`config.mk`:
```
export PLATFORM = sky130hd
export DESIGN_NAME = lcd_fb_burst_reader
export DESIGN_NICKNAME = d
export VERILOG_FILES = /design/src/rtl/lcd_fb_burst_reader.sv
export SDC_FILE = /design/constraint.sdc
export NUM_CORES = 1
export LEC_CHECK = 0
export CAP_MARGIN = 5
export CORE_ASPECT_RATIO = 0.7
export CORE_UTILIZATION = 55
export CTS_CLUSTER_DIAMETER = 60
export DETAILED_ROUTE_END_ITERATION = 12
export DONT_BUFFER_PORTS = 1
export PLACE_DENSITY = 0.7
export SLEW_MARGIN = 20
export SYNTH_ARGS = -nofsm -noshare
export SYNTH_HDL_FRONTEND = slang
export SYNTH_SLANG_ARGS = --single-unit
```
`constraint.sdc`:
```
create_clock -name clk -period 13.8 [get_ports clk]
set_clock_uncertainty 0.2 [all_clocks]
set_input_delay 2.76 -clock clk [delete_from_list [all_inputs] [get_ports clk]]
set_output_delay 2.76 -clock clk [all_outputs]
set_load 0.02 [all_outputs]
```
`src/rtl/lcd_fb_burst_reader.sv`:
```
// Avalon-MM burst read master that streams a framebuffer from SDRAM through a prefetch FIFO
// to a valid/ready pixel port, with a small CSR slave and frame-done interrupt.
module lcd_fb_burst_reader #(
  parameter int unsigned ADDR_W     = 26,
  parameter int unsigned PIX_W      = 16,
  parameter int unsigned FIFO_DEPTH = 64,
  parameter int unsigned MAX_BURST  = 8
) (
  input  logic                         clk,
  input  logic                         rst,
  output logic [ADDR_W-1:0]            m0_address,
  output logic                         m0_read,
  output logic [$clog2(MAX_BURST):0]   m0_burstcount,
  input  logic                         m0_waitrequest,
  input  logic                         m0_readdatavalid,
  input  logic [PIX_W-1:0]             m0_readdata,
  input  logic [2:0]                   s0_address,
  input  logic                         s0_read,
  input  logic                         s0_write,
  input  logic [31:0]                  s0_writedata,
  output logic [31:0]                  s0_readdata,
  output logic [PIX_W-1:0]             px_data,
  output logic                         px_valid,
  input  logic                         px_ready,
  output logic                         px_sof,
  output logic                         irq
);

  localparam int unsigned BW = $clog2(MAX_BURST) + 1;
  localparam int unsigned PW = $clog2(FIFO_DEPTH);
  localparam int unsigned CW = PW + 1;

  typedef enum logic [2:0] {StIdle, StLoad, StFetch, StDrain, StDone, StAbort} state_e;

  state_e state_q, state_d;

  logic [2:0]        ctrl_q;
  logic              underflow_q, frame_done_q;
  logic [ADDR_W-1:0] base_q, addr_q;
  logic [23:0]       len_q, len_sh_q, rem_q, deliv_q;
  logic [CW-1:0]     out_q, out_d, count_q, credit;
  logic [BW-1:0]     bc_q, bc_next;
  logic              read_q, sof_q;
  logic [PW-1:0]     wr_ptr_q, rd_ptr_q;
  logic [PIX_W-1:0]  mem [FIFO_DEPTH];

  logic enable, continuous, irq_en;
  logic accept, flush, push, pop, issue, load, frame_done_set, auto_clear, uf_set;
  logic wr_ctrl, wr_status, wr_base, wr_len;
  logic unused_csr;

  assign enable     = ctrl_q[0];
  assign continuous = ctrl_q[1];
  assign irq_en     = ctrl_q[2];

  assign accept  = read_q & ~m0_waitrequest;
  assign flush   = (state_q == StAbort);
  assign push    = m0_readdatavalid & ~flush;
  assign px_valid = (count_q != '0) & ~flush;
  assign pop     = px_valid & px_ready;
  assign px_data = mem[rd_ptr_q];
  assign px_sof  = px_valid & sof_q;
  assign irq     = frame_done_q & irq_en;

  assign m0_address    = addr_q;
  assign m0_read       = read_q;
  assign m0_burstcount = bc_q;

  // Words in the FIFO plus words in flight never exceed the FIFO depth.
  assign credit  = CW'(FIFO_DEPTH) - count_q - out_q;
  assign bc_next = (rem_q >= 24'(MAX_BURST)) ? BW'(MAX_BURST) : BW'(rem_q);
  assign issue   = (state_q == StFetch) & enable & ~read_q & (rem_q != '0) &
                   (credit >= CW'(bc_next));

  assign uf_set = ((state_q == StFetch) || (state_q == StDrain)) && (count_q == '0) &&
                  (deliv_q < len_sh_q) && px_ready;

  assign wr_ctrl   = s0_write && (s0_address == 3'd0);
  assign wr_status = s0_write && (s0_address == 3'd1);
  assign wr_base   = s0_write && (s0_address == 3'd2);
  assign wr_len    = s0_write && (s0_address == 3'd3);
  assign unused_csr = ^{s0_read, s0_writedata};

  always_comb begin
    out_d = out_q;
    if (accept)           out_d = out_d + CW'(bc_q);
    if (m0_readdatavalid) out_d = out_d - CW'(1);
  end

  always_comb begin
    state_d        = state_q;
    load           = 1'b0;
    frame_done_set = 1'b0;
    auto_clear     = 1'b0;
    unique case (state_q)
      StIdle:  if (enable) state_d = StLoad;
      StLoad: begin
        load = 1'b1;
        if (!enable)            state_d = StAbort;
        else if (len_q == '0)   state_d = StDone;
        else                    state_d = StFetch;
      end
      StFetch: begin
        if (!enable)                          state_d = StAbort;
        else if ((rem_q == '0) && !read_q)    state_d = StDrain;
      end
      StDrain: begin
        if (!enable)                                      state_d = StAbort;
        else if ((out_q == '0) && (deliv_q == len_sh_q))  state_d = StDone;
      end
      StDone: begin
        frame_done_set = 1'b1;
        if (continuous && enable) begin
          state_d = StLoad;
        end else begin
          state_d    = StIdle;
          // One-shot mode: drop enable so the idle state does not restart the frame.
          auto_clear = 1'b1;
        end
      end
      StAbort: if ((out_q == '0) && !read_q) state_d = StIdle;
      default: state_d = StIdle;
    endcase
  end

  always_ff @(posedge clk or posedge rst) begin
    if (rst) state_q <= StIdle;
    else     state_q <= state_d;
  end

  always_ff @(posedge clk or posedge rst) begin
    if (rst) begin
      ctrl_q       <= '0;
      underflow_q  <= 1'b0;
      frame_done_q <= 1'b0;
      base_q       <= '0;
      len_q        <= '0;
    end else begin
      if (wr_ctrl)         ctrl_q    <= s0_writedata[2:0];
      else if (auto_clear) ctrl_q[0] <= 1'b0;
      underflow_q  <= uf_set | (underflow_q & ~(wr_status & s0_writedata[2]));
      frame_done_q <= frame_done_set | (frame_done_q & ~(wr_status & s0_writedata[1]));
      if (wr_base) base_q <= s0_writedata[ADDR_W-1:0];
      if (wr_len)  len_q  <= s0_writedata[23:0];
    end
  end

  always_ff @(posedge clk or posedge rst) begin
    if (rst) begin
      addr_q   <= '0;
      rem_q    <= '0;
      len_sh_q <= '0;
      deliv_q  <= '0;
      sof_q    <= 1'b0;
      read_q   <= 1'b0;
      bc_q     <= '0;
      out_q    <= '0;
    end else begin
      out_q <= out_d;
      if (load) begin
        addr_q   <= base_q;
        rem_q    <= len_q;
        len_sh_q <= len_q;
        deliv_q  <= '0;
        sof_q    <= 1'b1;
      end else begin
        if (accept) begin
          addr_q <= addr_q + ADDR_W'(bc_q);
          rem_q  <= rem_q - 24'(bc_q);
        end
        if (pop) begin
          deliv_q <= deliv_q + 24'd1;
          sof_q   <= 1'b0;
        end
      end
      if (issue) begin
        read_q <= 1'b1;
        bc_q   <= bc_next;
      end else if (accept) begin
        read_q <= 1'b0;
      end
    end
  end

  always_ff @(posedge clk or posedge rst) begin
    if (rst) begin
      wr_ptr_q <= '0;
      rd_ptr_q <= '0;
      count_q  <= '0;
    end else if (flush) begin
      wr_ptr_q <= '0;
      rd_ptr_q <= '0;
      count_q  <= '0;
    end else begin
      if (push) wr_ptr_q <= wr_ptr_q + PW'(1);
      if (pop)  rd_ptr_q <= rd_ptr_q + PW'(1);
      count_q <= count_q + CW'(push) - CW'(pop);
    end
  end

  always_ff @(posedge clk) begin
    if (push) mem[wr_ptr_q] <= m0_readdata;
  end

  always_comb begin
    s0_readdata = '0;
    case (s0_address)
      3'd0: s0_readdata[2:0]        = ctrl_q;
      3'd1: s0_readdata[2:0]        = {underflow_q, frame_done_q, state_q != StIdle};
      3'd2: s0_readdata[ADDR_W-1:0] = base_q;
      3'd3: s0_readdata[23:0]       = len_q;
      3'd4: s0_readdata[CW-1:0]     = count_q;
      default: s0_readdata = '0;
    endcase
  end

endmodule

```
# == Yosys cells after proc, flatten, opt, wreduce, memory -nomap -nowiden ==
# Memory sizes are Yosys's and may differ from the RTL's.
# Cells that the tools add are included.
# classes
n_bitwise,21
n_addsub,11
n_lt_le_gt_ge,3
muxes,40
n_eq_ne,14
n_reduce_logical,29
# op_table
op,count
two-way mux 24 bit,4
two-way mux 26 bit,2
zero test 24 bit,2
one-hot mux 17 bit (2 select lines),1
adder 26 x 4 -> 26 bit,1
"adder 24 x 1 -> 24 bit, second input constant",1
equality test 24 bit,1
">= comparator 24 x 4 -> 1 bit, second input constant",1
< comparator 24 bit,1
two-way mux 3 bit,8
two-way mux 6 bit,4
nonzero test 24 bit,1
subtractor 24 x 4 -> 24 bit,1
two-way mux 7 bit,3
one-hot mux 3 bit (6 select lines),1
one-hot mux 3 bit (5 select lines),1
bitwise AND 1 bit,14
zero test 7 bit,2
two-way mux 1 bit,13
"adder 6 x 1 -> 6 bit, second input constant",2
"equality test 3 x 2 -> 1 bit, second input constant",4
one-hot mux 4 bit (3 select lines),1
nonzero test 2 bit,6
logical AND 1 bit,11
other kinds (22),32
# word_totals
memories,1
reg_bits,188
ram_bits,1024
output_inout_bits,82
elab_cells,137
# mem_list
memory,words,word_bits,rd,rd_ports_with_merged_regs,write_ports,line_no,source
mem,64,16,1,0,1,45,logic [PIX_W-1:0] mem [FIFO_DEPTH];

# == Depth between registers and ports, before layout ==
# depth
word_depth,6
mapped_depth,15

# == Least setup slack after synthesis ==
# OpenSTA, ideal clock, no wires.
# synth_timing
path_kind,in2out
from,in s0_address[2]
to,out s0_readdata[11]
t_required_ns,10.840
path_slack_ns,6.726
path_stages,6
path_buffers,3
arrival_time_ns,4.114
cell_sequence,clkbuf_1 > nand2b_1 > nor2_1 > clkbuf_1 > clkbuf_1 > a22o_1
# synth_between
elab_chain_len,2
# synth_rtl
item,line_no,source
start: declaration,17,"input logic [2:0] s0_address,"
equality test 3 x 2 -> 1 bit,207,case (s0_address)
one-hot mux 17 bit (2 select lines) *,207,
end: declaration,21,"output logic [31:0] s0_readdata,"
# Every way passes the cells marked *; elsewhere a longest branch is shown, timed or not.

# == Worst setup path after layout ==
# layout_timing
from,reg rd_ptr_q[0]
to,out px_data[8]
# layout_between
elab_chain_len,1
# layout_rtl
item,line_no,source
start: declaration,44,"logic [PW-1:0] wr_ptr_q, rd_ptr_q;"
start signal: assignment,196,if (pop) rd_ptr_q <= rd_ptr_q + PW'(1);
memory (64 x 16 bit),-,
end: declaration,22,"output logic [PIX_W-1:0] px_data,"
# No other way between the ends.

==> flow_summary.yaml <==
global_route:
  antenna_found_initial: 7
  grt.total_usage: 0.257
  overflow: 0
  grt_max_degree: 165
  grt_pass1_vias: 25331
  grt_pass1_wl_um: 169000
cts:
  htree_levels: 3
  postCtsSetupBuffers: 0
  cts_buffers: 111
  clkLatencyLatePin_ns: 0.71
  clock-sinks: 1212
  cts_resized: 0
  postCtsHoldBufs: 0
  cts_tree: "yes"
  path_clk_slew_ns: 0.07
  cts_root_buffer: "clkbuf_16"
  cts_max_path_buffers: 3
worst_setup_path:
  worstSetupPathType: "flip-flop to primary output"
  path_buf_inv: 2
  endpoint_kind: "primary output"
  slowest_delay_ns: 0.90
  slowest_stage: "nor2_1"
  cp_max_fo: 48
  crit_path_start: "rd_ptr_q[0]"
  timing.rr.start: "rem_q[14]"
  critical-path-top-delay-family: "buffers and inverters"
  critPathLaunchType: "flip-flop"
  worst_ep_arrival_time_ns: 5.04
  path_cells: "buf_4 > buf_4 > mux4_2 > mux4_2 > o22ai_1 > nor2_1"
  worstPathRequired_ns: 10.84
floorplanning:
  fp-row-count: 91
  core_area_um2: 88600
  die_h_um: 253
  start_util: 0.559
  die_w_um: 360
  io_pins: 140
  fp.dieArea_um2: 91200
power_and_ir_drop:
  p_sw_w: 0.00325
  power.density_nw_per_um2: 192
  finalPower_w: 0.0105
  power_switching_share: 0.310
  p_seq_frac: 0.436
  p_leak_nw: 18.1
  clkPwrFrac: 0.293
  combPwrFrac: 0.271
  peakVddDrop_mv: 0.149
  p_int_w: 0.00724
cells_and_area:
  nFillCells: 6077
  area_growth_pct: 10.6
  drive_above_1_share: 0.228
  finish.utilization: 0.618
  final_nets: 2837
logic_synthesis:
  ys_ff_latch: 1212
  yosysSeqAreaShare: 0.717
  synth.distinct_cells: 60
  netlist_top_cells_count: "1024 x edfxtp_1, 315 x mux4_2, 188 x dfrtp_1"
  yosys-top-cells-area: "edfxtp_1 62%, mux4_2 14%, dfrtp_1 9.5%"
  synth_area_um2: 49500
  yosysTopAreaCell: "edfxtp_1"
  synth_edf_count: 1024
  synthFlopType: "edfxtp_1"
  yosys_warnings: 0
  synth_top_area_frac: 0.622
  synthCells: 2642
  syn_area_per_cell_um2: 18.7
  synthArstFlopShare: 0.155
  synth_most_common_cell: "edfxtp_1"
drt:
  drtIter0Drc: 3309
  ant_nets: 0
  top_layer_used: "met5"
  num_vias: 25590
  first_pass_iters: 5
  wl_met2_um: 50200
  vias_per_cell: 6.45
  wl_um: 115000
  wl_met3_um: 13000
  wl_met1_um: 49200
  route.detailed.drc: 0
  wl_per_cell_um: 28.9
sta:
  setup_viol: 0
  hold_viol: 0
  fin_crit_sh: 0.580
  relSlewSlack: 0.215
  max_slew.worst_pin.slew_ns: 1.18
  max_freq_mhz: 125
  slew_violations: 0
  whs_ns: 0.298
  rsz0062_at_grt: "false"
  fin_setup_tns_ns: 0
  min_period_ns: 8.00
placement:
  port_buffers: 0
  dp_hpwl_um: 70100
  routabilityCongestion: 0.917
min_path:
  worstHoldPathType: "flip-flop to flip-flop"
  holdCritStartpoint: "len_sh_q[0]"
outcome:
  status: "completed"
run:
  max_cap_violations: 0
## stage by stage
| stage | cell area (um2) | worst slack, ns | std cells |
|---|---|---|---|
| after global placement | 51000 | 6.38 | 3759 |
| after global routing | 54700 | 5.36 | 3967 |
| after CTS | 54700 | 5.59 | 3967 |
| final | 54700 | 5.80 | 3969 |
| after floorplan | 49500 | 5.73 | 2647 |
| after detailed placement | 51000 | 6.39 | 3759 |
## final cells by class
cell class / count / area (um2) / share of cell area
clock inverter: 75 / 742 / 0.0136
antenna: 2 / 5.00 / 0.0000915
timing repair buffer: 83 / 639 / 0.0117
inverter: 61 / 236 / 0.00432
multi-input combinational: 1241 / 13300 / 0.242
sequential: 1212 / 35500 / 0.648
clock buffer: 133 / 2920 / 0.0534
tap: 1162 / 1450 / 0.0266
## final timing paths
kind                                    end  slack [ns]  cells past startpoint
setup / recovery                 px_data[8]        5.80                      6
hold / removal                  len_sh_q[0]        0.30                      2
setup reg to reg           m0_burstcount[0]        9.36                     11
hold reg to reg                 len_sh_q[0]        0.30                      2
max in group asynchronous      len_sh_q[20]        9.99                      2
min in group asynchronous          out_q[2]        1.82                      1
## routing by layer
metal	up-vias	GRT usage
met5	-	0
met4	4	0.0586
met3	173	0.0697
met2	1290	0.363
met1	13441	0.400
li1	10682	-
## power groups by stage
| stage | combinational, W | sequential (W) | clock, W |
|---|---|---|---|
| after floorplan | 0.00216 | 0.00447 | 0 |
| after global placement | 0.00276 | 0.00463 | 0 |
| after detailed placement | 0.00281 | 0.00465 | 0 |
| after CTS | 0.00283 | 0.00457 | 0.00313 |
| after global routing | 0.00305 | 0.00461 | 0.00326 |
| final | 0.00284 | 0.00458 | 0.00308 |
## registers in the layout, summed over array words and instances (netlist names), 4 cells and up
name           count
base_q            26
rd_ptr_q           6
deliv_q           24
rem_q             24
wr_ptr_q           6
m0_burstcount      4
mem             1024
len_sh_q          24
count_q            7
m0_address        26
out_q              7
len_q             24
## worst min-delay path: cells and delay by family (launching register included)
kind	cells	cell delay (ns)
DFF	1	0.36
and+or+nand+nor	2	0.11
## logic make-up (layout without fill, tap and decap cells)
group,after synthesis,count (layout),synth area share
buffers and inverters,194,352,0.0161
other,1,8,0.0000758
XOR/XNOR,92,92,0.0163
multiplexers,389,389,0.160
AND/OR/NAND/NOR,454,454,0.0442
flip-flops,1212,1212,0.717
AO/OA/AOI/OAI,231,231,0.0287
adder cells (fa/ha/maj),69,69,0.0182
## cell usage in the layout (no fill, tap or decap), drive strengths merged, types with 28 or more instances in the layout
cell type	count
inv	67
ha	64
nor2	161
mux4	315
edfxtp	1024
nor3	28
nand2	106
a21oi	32
dfrtp	188
buf	83
mux2	55
o21ai	95
xnor2	66
clkinv	49
clkbuf	133
Note: power is estimated with default switching activity, not from simulation.
